### config.mk
export PLATFORM = sky130hd
export DESIGN_NAME = adding_machine_controller_flat
export DESIGN_NICKNAME = d
export VERILOG_FILES = /design/src/rtl/adding_machine_pkg.sv /design/src/rtl/adding_machine_controller_if.sv /design/src/rtl/mem_wait_timer.sv /design/src/rtl/adding_machine_controller.sv /design/src/flat_wrapper.sv
export SDC_FILE = /design/constraint.sdc
export NUM_CORES = 1
export LEC_CHECK = 0
export ABC_CLOCK_PERIOD_IN_PS = 1670
export CAP_MARGIN = 30
export CORE_ASPECT_RATIO = 1.1
export CORE_MARGIN = 8
export CORE_UTILIZATION = 45
export DETAILED_ROUTE_END_ITERATION = 10
export PLACE_DENSITY = 0.81
export RECOVER_POWER = 50
export SETUP_SLACK_MARGIN = 0.1
export SYNTH_ARGS = -nofsm -noshare
export SYNTH_HDL_FRONTEND = slang
export SYNTH_SLANG_ARGS = --single-unit
### constraint.sdc
create_clock -name clock -period 1.67 [get_ports clock]
set_input_delay 0.4175 -clock clock [delete_from_list [all_inputs] [get_ports clock]]
set_output_delay 0.4175 -clock clock [all_outputs]
set_load 0.03 [all_outputs]
### src/rtl/adding_machine_pkg.sv
// Shared types and constants for the adding-machine controller:
// opcode encodings, FSM state type and the bundle of datapath strobes.
package adding_machine_pkg;

    localparam int ADDR_W = 6;
    localparam int DATA_W = 8;

    // IR[7:6] opcode encodings.
    localparam logic [1:0] OP_LDA  = 2'b00;
    localparam logic [1:0] OP_STA  = 2'b01;
    localparam logic [1:0] OP_ADDI = 2'b10;
    localparam logic [1:0] OP_JMP  = 2'b11;

    typedef enum logic [2:0] {
        ST_INIT,
        ST_FETCH,
        ST_DECODE,
        ST_LDA,
        ST_STA,
        ST_ADDI,
        ST_JMP,
        ST_ERROR
    } state_t;

    // Every strobe the controller drives, gathered so a whole output
    // pattern can be built, defaulted and compared as one value.
    typedef struct packed {
        logic mem_rd;
        logic mem_wr;
        logic load_ir;
        logic load_acc;
        logic sel_alu;
        logic sel_bus;
        logic pass_add;
        logic ld_pc;
        logic clr_pc;
        logic inc_pc;
        logic ir_on_adr;
        logic pc_on_adr;
        logic err;
    } ctrl_t;

endpackage

### src/rtl/adding_machine_controller_if.sv
// Controller <-> datapath/memory signal bundle. The controller side uses
// the master modport; the datapath and memory (or a bench) use slave.
interface adding_machine_controller_if;

    logic [1:0] ir_opcode;
    logic       mem_ready;
    logic       mem_rd;
    logic       mem_wr;
    logic       load_IR;
    logic       load_acc;
    logic       sel_alu;
    logic       sel_bus;
    logic       pass_add;
    logic       ld_pc;
    logic       clr_pc;
    logic       inc_pc;
    logic       ir_on_adr;
    logic       pc_on_adr;
    logic       err;

    modport master (
        input  ir_opcode, mem_ready,
        output mem_rd, mem_wr, load_IR, load_acc, sel_alu, sel_bus, pass_add,
               ld_pc, clr_pc, inc_pc, ir_on_adr, pc_on_adr, err
    );

    modport slave (
        output ir_opcode, mem_ready,
        input  mem_rd, mem_wr, load_IR, load_acc, sel_alu, sel_bus, pass_add,
               ld_pc, clr_pc, inc_pc, ir_on_adr, pc_on_adr, err
    );

endinterface

### src/rtl/mem_wait_timer.sv
// Memory-wait watchdog counter. Counts cycles a request spends waiting and
// flags the wait cycle that would be the MEM_TIMEOUT-th one.
module mem_wait_timer #(
    parameter int MEM_TIMEOUT = 15  // 1..255
) (
    input  logic clock,
    input  logic reset,
    input  logic clear,
    input  logic enable,
    output logic timeout
);

    localparam logic [7:0] LAST_WAIT = 8'(MEM_TIMEOUT - 1);

    logic [7:0] count;

    // Only a cycle that is actually waiting can time out, so a mem_ready
    // arriving on the final allowed cycle still completes normally.
    assign timeout = enable && (count == LAST_WAIT);

    // Wait counter: clear has priority over counting.
    always_ff @(posedge clock or posedge reset) begin
        // NOTE: sequential state uses non-blocking assignments so every
        // register samples pre-edge values and simulation matches hardware.
        if (reset) begin
            count <= '0;
        end else if (clear) begin
            count <= '0;
        end else if (enable) begin
            count <= count + 8'd1;
        end
    end

endmodule

### src/rtl/adding_machine_controller.sv
// Fetch/decode/execute controller for the adding-machine datapath.
// Outputs decode combinationally from the state register plus mem_ready.
module adding_machine_controller
    import adding_machine_pkg::*;
#(
    parameter int MEM_TIMEOUT = 15  // 1..255
) (
    input logic                        clock,
    input logic                        reset,
    adding_machine_controller_if.master bus
);

    state_t state;
    state_t state_next;
    ctrl_t  ctrl;
    logic   waiting;
    logic   timeout;
    logic   wd_clear;

    // A request is outstanding only in the three memory-access states.
    assign waiting  = (state inside {ST_FETCH, ST_LDA, ST_STA}) && !bus.mem_ready;
    // Any state change restarts the watchdog, which covers every entry
    // into FETCH, LDA and STA.
    assign wd_clear = (state_next != state);

    mem_wait_timer #(
        .MEM_TIMEOUT(MEM_TIMEOUT)
    ) u_mem_wait_timer (
        .clock   (clock),
        .reset   (reset),
        .clear   (wd_clear),
        .enable  (waiting),
        .timeout (timeout)
    );

    // State register.
    always_ff @(posedge clock or posedge reset) begin
        if (reset) begin
            state <= ST_INIT;
        end else begin
            state <= state_next;
        end
    end

    // Next-state logic; the opcode is only looked at in DECODE.
    always_comb begin
        state_next = state;
        unique case (state)
            ST_INIT:   state_next = ST_FETCH;
            ST_FETCH: begin
                if (bus.mem_ready)  state_next = ST_DECODE;
                else if (timeout)   state_next = ST_ERROR;
            end
            ST_DECODE: begin
                unique case (bus.ir_opcode)
                    OP_LDA:  state_next = ST_LDA;
                    OP_STA:  state_next = ST_STA;
                    OP_ADDI: state_next = ST_ADDI;
                    OP_JMP:  state_next = ST_JMP;
                    default: state_next = ST_ERROR;
                endcase
            end
            ST_LDA, ST_STA: begin
                if (bus.mem_ready)  state_next = ST_FETCH;
                else if (timeout)   state_next = ST_ERROR;
            end
            ST_ADDI:   state_next = ST_FETCH;
            ST_JMP:    state_next = ST_FETCH;
            ST_ERROR:  state_next = ST_ERROR;
            default:   state_next = ST_ERROR;
        endcase
    end

    // Output decode per state; mem_ready only gates the completion strobes.
    always_comb begin
        // NOTE: defaulting the whole struct first guarantees every strobe is
        // assigned on every path, so no latch can be inferred.
        ctrl = '0;
        unique case (state)
            ST_INIT: ctrl.clr_pc = 1'b1;
            ST_FETCH: begin
                ctrl.pc_on_adr = 1'b1;
                ctrl.mem_rd    = 1'b1;
                ctrl.load_ir   = bus.mem_ready;
                ctrl.inc_pc    = bus.mem_ready;
            end
            ST_DECODE: ctrl = '0;
            ST_LDA: begin
                ctrl.ir_on_adr = 1'b1;
                ctrl.mem_rd    = 1'b1;
                ctrl.sel_bus   = 1'b1;
                ctrl.load_acc  = bus.mem_ready;
            end
            ST_STA: begin
                ctrl.ir_on_adr = 1'b1;
                ctrl.mem_wr    = 1'b1;
            end
            ST_ADDI: begin
                ctrl.sel_alu   = 1'b1;
                ctrl.pass_add  = 1'b1;
                ctrl.load_acc  = 1'b1;
            end
            ST_JMP:   ctrl.ld_pc = 1'b1;
            ST_ERROR: ctrl.err   = 1'b1;
            default:  ctrl = '0;
        endcase
    end

    assign bus.mem_rd    = ctrl.mem_rd;
    assign bus.mem_wr    = ctrl.mem_wr;
    assign bus.load_IR   = ctrl.load_ir;
    assign bus.load_acc  = ctrl.load_acc;
    assign bus.sel_alu   = ctrl.sel_alu;
    assign bus.sel_bus   = ctrl.sel_bus;
    assign bus.pass_add  = ctrl.pass_add;
    assign bus.ld_pc     = ctrl.ld_pc;
    assign bus.clr_pc    = ctrl.clr_pc;
    assign bus.inc_pc    = ctrl.inc_pc;
    assign bus.ir_on_adr = ctrl.ir_on_adr;
    assign bus.pc_on_adr = ctrl.pc_on_adr;
    assign bus.err       = ctrl.err;

endmodule

### src/flat_wrapper.sv
// flat-port wrapper written by rule: the top's interface ports become plain ports
module adding_machine_controller_flat import adding_machine_pkg::*;
#(
    parameter int MEM_TIMEOUT = 15           
)
  (clock, reset, bus_ir_opcode, bus_mem_ready, bus_mem_rd, bus_mem_wr, bus_load_IR, bus_load_acc, bus_sel_alu, bus_sel_bus, bus_pass_add, bus_ld_pc, bus_clr_pc, bus_inc_pc, bus_ir_on_adr, bus_pc_on_adr, bus_err);
  adding_machine_controller_if bus_i ();
  input logic clock;
  input logic reset;
  input wire logic [$bits(bus_i.ir_opcode)-1:0] bus_ir_opcode;
  input wire logic [$bits(bus_i.mem_ready)-1:0] bus_mem_ready;
  output wire logic [$bits(bus_i.mem_rd)-1:0] bus_mem_rd;
  output wire logic [$bits(bus_i.mem_wr)-1:0] bus_mem_wr;
  output wire logic [$bits(bus_i.load_IR)-1:0] bus_load_IR;
  output wire logic [$bits(bus_i.load_acc)-1:0] bus_load_acc;
  output wire logic [$bits(bus_i.sel_alu)-1:0] bus_sel_alu;
  output wire logic [$bits(bus_i.sel_bus)-1:0] bus_sel_bus;
  output wire logic [$bits(bus_i.pass_add)-1:0] bus_pass_add;
  output wire logic [$bits(bus_i.ld_pc)-1:0] bus_ld_pc;
  output wire logic [$bits(bus_i.clr_pc)-1:0] bus_clr_pc;
  output wire logic [$bits(bus_i.inc_pc)-1:0] bus_inc_pc;
  output wire logic [$bits(bus_i.ir_on_adr)-1:0] bus_ir_on_adr;
  output wire logic [$bits(bus_i.pc_on_adr)-1:0] bus_pc_on_adr;
  output wire logic [$bits(bus_i.err)-1:0] bus_err;
  assign bus_i.ir_opcode = bus_ir_opcode;
  assign bus_i.mem_ready = bus_mem_ready;
  assign bus_mem_rd = bus_i.mem_rd;
  assign bus_mem_wr = bus_i.mem_wr;
  assign bus_load_IR = bus_i.load_IR;
  assign bus_load_acc = bus_i.load_acc;
  assign bus_sel_alu = bus_i.sel_alu;
  assign bus_sel_bus = bus_i.sel_bus;
  assign bus_pass_add = bus_i.pass_add;
  assign bus_ld_pc = bus_i.ld_pc;
  assign bus_clr_pc = bus_i.clr_pc;
  assign bus_inc_pc = bus_i.inc_pc;
  assign bus_ir_on_adr = bus_i.ir_on_adr;
  assign bus_pc_on_adr = bus_i.pc_on_adr;
  assign bus_err = bus_i.err;
  adding_machine_controller #(.MEM_TIMEOUT(MEM_TIMEOUT)) u_core (.clock(clock), .reset(reset), .bus(bus_i));
endmodule
== Word level (Yosys, flattened, before mapping) ==
Cells that the tools add are included.
Storage, ports and cells
  bits of input ports: 5
  logic and storage cells: 43
  flip-flop bits (word level): 11
Cells by class
  reduce and logical (&&, ||, !) cells: 10
  multiplexer cells: 18
  add/sub/neg operators: 1
  equality and inequality tests: 12
Operators by type and width (number)
  2-to-1 mux 8 bit: 2
  case mux 3 bit (5 select lines): 1
  equality test 3 bit (second input constant): 4
  case mux 3 bit (4 select lines): 1
  2-to-1 mux 1 bit: 10
  2-to-1 mux 3 bit: 3
  adder 8 x 1 -> 8 bit (second input constant): 1
  equality test 8 x 4 -> 1 bit (second input constant): 1
  equality test 3 x 2 -> 1 bit (second input constant): 2
  equality test 2 bit (second input constant): 2
  OR reduction 2 bit: 2
  equality test 3 x 1 -> 1 bit (second input constant): 1
  logical NOT 3 bit: 1
  != test 3 bit: 1
  nonzero test 3 bit: 1
  OR reduction 3 bit: 1
  equality test 2 x 1 -> 1 bit (second input constant): 1
  logical AND 1 bit: 2
  logical NOT 2 bit: 1
  case mux 1 bit (2 select lines): 1
  nonzero test 2 bit: 1
  logical NOT 1 bit: 1

== Logic depth before layout (Yosys ltp) ==
Gate-level depths: netlist of run 1.
  depth after elaboration: 9
  gate-level depth with buffers: 6

== By module ==
From an unflattened synthesis of run 1, not the netlist that was laid out.
Second synthesis, totals
  cells, all modules: 91
  area, all modules: 780.7 sq um
Modules (own cells, without submodules)
  mem_wait_timer: area each 425.4 sq um, instances 1, seq. area each 200.2 sq um, cells each 43
  adding_machine_controller: area each 355.3 sq um, instances 1, seq. area each 75.1 sq um, cells each 48

== Worst setup path after synthesis of run 1 ==
No wires, ideal clock.
  path type: input to output
  start point: input bus_mem_ready
  end point: output bus_load_IR
  stages: 4
  data required time: 1.252 ns
  arrival time: 2.008 ns
  buffers on the path: 2
  slack: -0.756 ns
  cells stage by stage: clkbuf_1 > inv_1 > nor3_1 > buf_4
On the way
  longest elaborated chain between the ends: 1
Ends and longest elaborated chain
  from (decl): RTL line flat_wrapper.sv:11  | input wire logic [$bits(bus_i.mem_ready)-1:0] bus_mem_ready;
  2-to-1 mux 1 bit
  to (decl): RTL line flat_wrapper.sv:14  | output wire logic [$bits(bus_i.load_IR)-1:0] bus_load_IR;
No other way between the ends.

== Worst setup path in the final report of run 1 ==
  start point: register u_core.state[1]
  end point: output bus_ir_on_adr
On the way
  longest elaborated chain between the ends: 3
Ends and longest elaborated chain
  from (decl): RTL line adding_machine_controller.sv:13  | state_t state;
  from (signal assigned): RTL line adding_machine_controller.sv:41  | state <= state_next;
  equality test 3 bit or equality test 3 x 2 -> 1 bit (tied branches): RTL line adding_machine_controller.sv:79  | unique case (state)
  OR reduction 2 bit (no line) *
  2-to-1 mux 1 bit *: RTL line adding_machine_controller.sv:79
  to (decl): RTL line flat_wrapper.sv:22  | output wire logic [$bits(bus_i.ir_on_adr)-1:0] bus_ir_on_adr;
Every way passes the cells marked *; elsewhere a longest branch is shown, timed or not.

==> results of run 1 <==
==> timing repair <==
item,in CTS,in global routing
gates resized for setup,49,6
pin swaps,7,3
gates cloned,1,0
setup endpoints to repair,24,24
setup buffers,15,3
==> cell type report <==
class	count	area, um2
clock buffers	4	26.28
fillers	103	404.1
repair buffers	47	434.2
flip-flops and latches	11	275.3
inverters	8	55.05
multi-input cells	71	705.7
well taps	28	35.03
==> registers in the layout (all words and copies together) (netlist names) <==
signal / count
u_core.state: 3
u_core.u_mem_wait_timer.count: 8
==> worst paths after layout <==
path                                                         startpoint                                            to  slack [ns]
min                                                               reset  u_core.u_mem_wait_timer.count[7]$_DFFE_PP0P_        0.57
min reg2reg                u_core.u_mem_wait_timer.count[7]$_DFFE_PP0P_  u_core.u_mem_wait_timer.count[7]$_DFFE_PP0P_        0.61
max                                           u_core.state[1]$_DFF_PP0_                                 bus_ir_on_adr       -0.13
max in group asynchronous                                         reset  u_core.u_mem_wait_timer.count[3]$_DFFE_PP0P_        0.79
min in group clock         u_core.u_mem_wait_timer.count[7]$_DFFE_PP0P_  u_core.u_mem_wait_timer.count[7]$_DFFE_PP0P_        0.61
max reg2reg                                   u_core.state[2]$_DFF_PP0_  u_core.u_mem_wait_timer.count[5]$_DFFE_PP0P_       -0.12
==> per-layer routing <==
metal	GRT usage, %	wire length (um)	vias up
met5	0	0	-
met1	17.24	1093	451
met2	27.35	1442	33
met3	2.469	132	12
met4	6.442	93	0
li1	-	-	434
==> cells by family (layout without fill, tap and decap cells) <==
| family | after synthesis | after routing | synth area share, % |
|---|---|---|---|
| and+or+nand+nor | 38 | 38 | 23.42 |
| DFF | 11 | 11 | 31.03 |
| muxes | 1 | 1 | 1.128 |
| buffers and inverters | 17 | 59 | 9.309 |
| adders and majority gates | 4 | 4 | 5.642 |
| AOI/OAI and AO/OA | 19 | 20 | 21.58 |
| xor gates and xnor gates | 8 | 8 | 7.899 |
==> power by group through the flow <==
stage	Combinational [uW]	Sequential, uW	Clock, uW
floorplan	923	384	0
global placement	1270	350	0
detailed placement	1290	355	0
CTS	1750	349	184
global route	1990	360	200
finish	1880	354	183
==> per-stage QoR <==
step | setup TNS, ns | hold WS (ns) | util, % | instances | worst slack [ns]
after floorplan | -0.1119 | 0.2699 | - | 98 | -0.07042
after global placement | -7.127 | 0.5670 | 60.50 | 146 | -0.7631
after detailed placement | -7.599 | 0.5679 | 60.50 | 146 | -0.8269
after CTS | -1.086 | 0.4427 | 76.92 | 166 | -0.1246
after global routing | -2.893 | 0.6249 | 79.12 | 169 | -0.1888
final | -1.573 | 0.5734 | 79.12 | 169 | -0.1293
==> cell usage in the layout, fill, tap and decap left out, drive strengths merged, types with 2 or more instances in the layout <==
| master | instances |
|---|---|
| a31o | 2 |
| clkbuf | 4 |
| a211oi | 3 |
| inv | 8 |
| nor3 | 10 |
| xnor2 | 7 |
| nand2b | 3 |
| or3 | 2 |
| a21oi | 5 |
| and3 | 3 |
| nor2 | 5 |
| dfrtp | 11 |
| o21ai | 2 |
| nand3 | 5 |
| nand2 | 5 |
| a2111oi | 3 |
| buf | 45 |
| ha | 4 |
==> results.py, run 1 <==
metrics = {
    "synthesis": {
        "ys_ff_latch": 11,
        "synth_seq_area_share_pct": 31.03,
        "synth_edf_count": 0,
        "synth-main-ff-cell": "dfrtp_1",
        "avgSynthCellArea_um2": 9.052,
        "yosysTopAreaCell": "dfrtp_1",
        "yosysUniqueCellTypes": 34,
        "synth_top_area_share_pct": 31.03,
        "yosys-top-cells-area": "dfrtp_1, xnor2_1, a2111oi_4, ha_1, nor3_1",
        "synth-async-reset-ratio_pct": 100.0,
        "synth_warnings": 0,
        "syn-num-nets": 107,
        "postSynthCellCount": 98,
        "ys_top_cells_by_count": "dfrtp_1, inv_1, nor3_1",
        "yosysMostFrequentCell": "dfrtp_1",
        "netlist_area_um2": 887.1,
    },
    "global_routing": {
        "grt_pass1_vias": 988,
        "grt_overflow": 0,
        "antenna_found_initial": 0,
        "grt_max_degree": 14,
        "grtUsageTotal_pct": 15.41,
        "grt_pass1_wl_mm": 4.609,
    },
    "power_and_ir_drop": {
        "power.switching_uw": 1144,
        "cellInternalPower_uw": 1275,
        "pwr-share-seq_pct": 14.6,
        "power.leakage_uw": 0.0006404,
        "powerDensity_nw_per_um2": 1580,
        "finalPower_uw": 2420,
        "swShare_pct": 47.29,
        "clkPwrFrac_pct": 7.5,
        "p_comb_share_pct": 77.8,
        "peakVddDrop_v": 0.0009002,
    },
    "floorplan": {
        "die_w_um": 58.34,
        "start_util_pct": 45.83,
        "die_y_um": 62.57,
        "floorplan.die_area_um2": 3650,
        "std_cell_rows": 17,
        "coreArea_um2": 1936,
        "ios": 18,
    },
    "clock_tree": {
        "cts_sinks": 11,
        "clkLatencyLatePin_ns": 0.27,
        "h-tree-depth": 1,
        "root_buffer": "clkbuf_4",
        "numCtsBuffers": 3,
        "clk_pin_slew_ns": 0.07,
        "hold_buffers": 0,
        "cts_tree": "done",
        "clock_path_buffers": 2,
    },
    "detailed_routing": {
        "drcViolationCount": 0,
        "dr_total_vias": 930,
        "drtIter0Drc": 18,
        "wl_per_cell_um": 16.35,
        "first_pass_iters": 4,
        "routed_via_density": 5.503,
        "routed_wl_mm": 2.763,
        "final_antenna_net_count": 0,
    },
    "critical_path": {
        "worstSetupPathDepth": 4,
        "path_cells": "or3b_1 > buf_6 > o21ai_2 > buf_6",
        "cp.required_ns": 1.25,
        "cp_slowest_cell": "dfrtp_1",
        "worst-path-buf-inv": 2,
        "arrival_ns": 1.38,
        "path_delay_family": "flip-flops",
        "cp-end-kind": "primary output",
        "cp_max_fo": 4,
        "critPathLaunchType": "flip-flop",
        "crit_top_cell": "buf_6",
        "rr_worst_depth": 7,
        "crit_type": "reg2out",
        "max_stage_delay_ns": 0.41,
    },
    "finish": {
        "nNetsFinal": 151,
        "n_antenna_cell": 0,
        "final_cell_area_um2": 1531,
        "areaGrowthSynthToFinish_pct": 72.64,
        "drive_above_1_share_pct": 61.70,
    },
    "sta": {
        "rsz0062_at_grt": "yes",
        "period_minus_slack_ns": 1.799,
        "finalSetupViolCount": 23,
        "relSlewSlack_pct": 60.25,
        "worst_slack_ns": -0.1293,
        "drv_slew": 0,
        "clock_skew_ns": 0.007167,
        "timing.final.crit_share_pct": 107.7,
        "worst_pin_slew_ns": 0.5914,
        "max_freq_mhz": 555.8,
        "hold_viol": 0,
    },
    "place": {
        "port_buffers": 17,
        "gp_congestion": 0.8670,
        "dpl_cell_area_um2": 1171,
        "detailed_place_hpwl_mm": 1.669,
    },
    "outcome": {
        "status": "finished with violations",
        "violations": "setup timing",
    },
    "run": {
        "max_cap_viol_count": 0,
    },
    "min_path": {
        "hold_path.class": "in2async",
    },
}
No activity file was read; power rests on OpenSTA's default activity.
==> inputs of run 2 (changes only) <==
SLEW_MARGIN = 20   (was default)
==> results of run 2 <==
Same layout as run 1: the final DEF is identical, and so are final timing and power.
==> inputs of run 3 (changes only) <==
CTS_CLUSTER_DIAMETER = 40   (was default)
==> results of run 3 <==
Same layout as run 1: the final DEF is identical, and so are final timing and power.
